`src/rtl/seq_lock.sv`:
```
// rtl/seq_lock.sv - two-key combination lock with code programming and failed-attempt lockout
module seq_lock #(
    parameter int                  CODE_LEN     = 5,
    parameter logic [CODE_LEN-1:0] DEFAULT_CODE = 5'b01011,
    parameter int                  MAX_FAIL     = 3,
    parameter int                  LOCK_CYCLES  = 1000
) (
    input  logic       clk,
    input  logic       reset_n,
    input  logic       b0,
    input  logic       b1,
    input  logic       prog,
    output logic       out,
    output logic       alarm,
    output logic [3:0] hex_display
);

    localparam int TW = $clog2(LOCK_CYCLES + 1);
    localparam logic [3:0]    CNT_LAST = 4'(CODE_LEN - 1);
    localparam logic [3:0]    FAIL_MAX = 4'(MAX_FAIL);
    localparam logic [TW-1:0] T_LAST   = TW'(LOCK_CYCLES - 1);

    typedef enum logic [1:0] {ENTRY, OPEN, PROG, LOCKOUT} state_t;

    state_t              state;
    logic [3:0]          cnt;
    logic [3:0]          fail_cnt;
    logic [CODE_LEN-1:0] hist;
    logic [CODE_LEN-1:0] code;
    logic [TW-1:0]       timer;

    logic                press;
    logic                last;
    logic [CODE_LEN-1:0] shifted;

    // A press is valid only when exactly one key is down; b1 is the bit value.
    assign press   = b0 ^ b1;
    assign last    = (cnt == CNT_LAST);
    assign shifted = {hist[CODE_LEN-2:0], b1};

    always_ff @(posedge clk) begin
        if (!reset_n) begin
            state    <= ENTRY;
            cnt      <= '0;
            hist     <= '0;
            fail_cnt <= '0;
            timer    <= '0;
            code     <= DEFAULT_CODE;
        end else begin
            case (state)
                ENTRY: begin
                    if (press) begin
                        if (last) begin
                            cnt  <= '0;
                            hist <= '0;
                            if (shifted == code) begin
                                state    <= OPEN;
                                fail_cnt <= '0;
                            end else begin
                                fail_cnt <= fail_cnt + 4'd1;
                                if (fail_cnt + 4'd1 == FAIL_MAX) begin
                                    state <= LOCKOUT;
                                    timer <= '0;
                                end
                            end
                        end else begin
                            cnt  <= cnt + 4'd1;
                            hist <= shifted;
                        end
                    end
                end
                OPEN: begin
                    // prog outranks a coincident key press
                    if (prog) begin
                        state <= PROG;
                        cnt   <= '0;
                        hist  <= '0;
                    end else if (press && b0) begin
                        state <= ENTRY;
                        cnt   <= '0;
                        hist  <= '0;
                    end
                end
                PROG: begin
                    if (press) begin
                        if (last) begin
                            code  <= shifted;
                            cnt   <= '0;
                            hist  <= '0;
                            state <= ENTRY;
                        end else begin
                            cnt  <= cnt + 4'd1;
                            hist <= shifted;
                        end
                    end
                end
                LOCKOUT: begin
                    if (timer == T_LAST) begin
                        state    <= ENTRY;
                        timer    <= '0;
                        fail_cnt <= '0;
                        cnt      <= '0;
                        hist     <= '0;
                    end else begin
                        timer <= timer + 1'b1;
                    end
                end
                default: state <= ENTRY;
            endcase
        end
    end

    always_comb begin
        out         = (state == OPEN);
        alarm       = (state == LOCKOUT);
        hex_display = 4'h0;
        case (state)
            ENTRY, PROG: hex_display = cnt;
            OPEN:        hex_display = 4'hF;
            LOCKOUT:     hex_display = 4'hE;
            default:     hex_display = 4'h0;
        endcase
    end

endmodule
```
`config.mk`:
```
export PLATFORM = sky130hd
export DESIGN_NAME = seq_lock
export DESIGN_NICKNAME = d
export VERILOG_FILES = /design/src/rtl/seq_lock.sv
export SDC_FILE = /design/constraint.sdc
export NUM_CORES = 1
export LEC_CHECK = 0
export ABC_AREA = 1
export CORE_MARGIN = 2
export CORE_UTILIZATION = 40
export CTS_CLUSTER_DIAMETER = 80
export CTS_CLUSTER_SIZE = 24
export DETAILED_ROUTE_END_ITERATION = 6
export PLACE_DENSITY = 0.69
export SETUP_SLACK_MARGIN = 0.2
export SLEW_MARGIN = 20
export SYNTH_ARGS = -nofsm -noshare
export SYNTH_HDL_FRONTEND = slang
export SYNTH_SLANG_ARGS = --single-unit
```
`constraint.sdc`:
```
create_clock -name clk -period 1.51 [get_ports clk]
set_input_delay 0.3775 -clock clk [delete_from_list [all_inputs] [get_ports clk]]
set_output_delay 0.3775 -clock clk [all_outputs]
set_load 0.03 [all_outputs]
```
==> out/metrics.cfg <==
[sta]
worst_slack_ns=0.005421
drv_slew=0
finalCritPeriodShare_pct=99.64
rsz0062_at_grt=true
fmax_mhz=664.6
clock_skew_ns=0.003964
fin_crit_ns=1.505
slew_headroom_pct=79.84
worstMarginPinSlew_ns=0.3024
hold_viol=0
timing.hold.ws_ns=0.4567
setup_viol=0

[place]
pre_cts_slack_ns=-0.4934
port_buffers=10
place.gp.congestion=0.8449
dp_hpwl_mm=2.735
placed_cells=323

[global_route]
antenna_found_initial=0
first_global_vias=1681
gr-total-overflow=0
grt_pass1_wl_mm=7.065
grt_max_degree=20
grt.total_usage_pct=20.53

[logic_synthesis]
synth.avg_cell_area_um2=6.869
yosysWarnings=0
ys_seq_area_share_pct=34.78
ys_async_sr_fraction_pct=0
syn_nets=254
synth_seq_cells=29
ys_types=31
yosysTopAreaCellShare_pct=34.78
synth_cells=243
synth.top_cells.by_area=dfxtp_1 (35%), nand2_1 (15%), a21oi_1 (7.2%)
syn_area_um2=1669
synth_flop_cell=dfxtp_1
synth_edf_count=0
yosysTopAreaCell=dfxtp_1

[cts]
cts_made_buffers=5
clk_root_buffer_cell=clkbuf_8
cts_max_path_buffers=2
h-tree-depth=2
clock-sinks=29
cts_tree=built
holdBufCountCts=0
clkTransAtPathRegs_ns=0.06
clk_latency_ns=0.29

[setup_path]
worstSetupPathType=reg -> out
required_ns=1.13
critical_path.startpoint_type=flip-flop
r2r-start=state[0]$_SDFFE_PN0P_
endpoint_kind=output pin
critPathArrivalTime_ns=1.13
startpoint=state[0]$_SDFFE_PN0P_
path_max_fanout=4

[finish]
final_cell_mix=nand2_1 (57), buf_4 (29), inv_1 (21), dfxtp_1 (21), a21oi_1 (18)
diodes=0
syn_to_final_growth_pct=47.98
layout.nets=301
layout_commonest_cell=nand2_1
final_layout_size_suffix_gt1_share_pct=38.97
layout.cells.non_filler=340
fillers=346

[outcome]
status=finished clean

[pwr]
pwr-share-seq_pct=47.3
p_sw_share_pct=25.97
max-vdd-ir-drop_uv=589.9
power.density_nw_per_um2=672.9
power_frac_comb_pct=13.0
p_sw_w=0.0004316
pwr-share-clk_pct=39.7
intPower_w=0.001230
power.leakage_nw=1.045

[floorplanning]
die_h_um=68.60
std_cell_rows=23
io_pins=11
fp.dieArea_um2=4705
initial_core_util_pct=41.73
core_area_um2=4000
die_w_um=68.60

[hold_path]
worstHoldStart=code[4]$_SDFFE_PN0P_
min-delay-path-class=reg -> reg

[route]
drc=0
dr.pass1.iters=4
postRouteAntennaNets=0
wire_per_inst_um=12.94
wl_mm=4.398
vias=1757
first_iter_violations=69
via_per_inst=5.168

[run]
drv_cap=0

[logic make-up (layout without fill, tap and decap cells)]
kind of cell | Yosys count | after routing | synth area share, %
AND/OR/NAND/NOR | 130 | 132 | 37.41
buffers and inverters | 38 | 83 | 9.219
AO/OA/AOI/OAI | 37 | 37 | 12.52
flip-flops | 29 | 29 | 34.78
adder cells (fa/ha/maj) | 6 | 6 | 4.498
XOR/XNOR | 3 | 3 | 1.575
[area by class of cell]
type / instances / area [µm²] / area share (%)
multi-input cells: 178 / 1205 / 48.78
flip-flops and latches: 29 / 593.1 / 24.01
repair buffers: 42 / 366.6 / 14.84
inverters: 33 / 148.9 / 6.028
clock buffers: 7 / 86.33 / 3.495
well taps: 50 / 62.56 / 2.533
repair inverters: 1 / 7.507 / 0.3040
[state kept, by name (all words and copies together), names as in the netlist]
signal	flops
code	5
cnt	4
hist	4
fail_cnt	4
state	2
timer	10
[synth_stat cells, types with 2 or more instances]
cell and n:
a21oi_1 24, buf_2 2, dfxtp_1 29, ha_1 6
inv_1 28, inv_2 4, nand2_1 65, nand2_2 2
nand3_1 15, nand4_1 16, nor2_1 23, o211ai_1 3
o21ai_0 6, o21bai_1 2, xnor2_1 2
[final timing paths]
path / to / slack (ns) / cells after the start
max: hex_display[3] / 0.005 / 3
min: code[4]$_SDFFE_PN0P_ / 0.46 / 2
max reg2reg: hist[0]$_SDFFE_PN0P_ / 0.03 / 8
min reg2reg: code[4]$_SDFFE_PN0P_ / 0.46 / 2
[stage by stage]
step                TNS, ns  cell area [µm²]  utilization, %  total power, W
finish                    0             2470           61.75        0.001662
global route        -0.3591             2470           61.75        0.001723
CTS                       0             2362           59.06        0.001655
detailed placement   -11.99             2046           51.14       0.0009640
global placement     -11.41             2046           51.14       0.0009630
floorplan                 0             1743               -       0.0008956
[critical path: stages, from the launching register on]
cell     delay [ns]
dfxtp_4        0.35
buf_6          0.13
or2_4          0.22
buf_6          0.14
[power by group through the flow]
| stage | Sequential (W) | Combinational [W] | Clock, W |
|---|---|---|---|
| 2_1_floorplan | 0.000802 | 0.0000931 | 0 |
| 3_3_place_gp | 0.000802 | 0.000161 | 0 |
| 3_5_place_dp | 0.000802 | 0.000162 | 0 |
| 4_1_cts | 0.000788 | 0.000202 | 0.000666 |
| 5_1_grt | 0.000788 | 0.000233 | 0.000703 |
| 6_report | 0.000787 | 0.000215 | 0.000660 |
[routing by layer]
layer | track usage, % | wire length [µm] | vias to the layer above
met4 | 12.25 | 100 | 0
met2 | 33.65 | 2223 | 37
met5 | 0 | 0 | -
met3 | 6.169 | 189 | 9
met1 | 23.38 | 1884 | 808
li1 | - | - | 903
[timing repair]
action | CTS | global route
endpoints found under the setup margin | 35 | 34
gates resized for setup | 54 | 27
setup buffers | 4 | 3
pin swaps | 20 | 10
gates cloned | 3 | 0
Note: power is estimated with default switching activity, not from simulation.
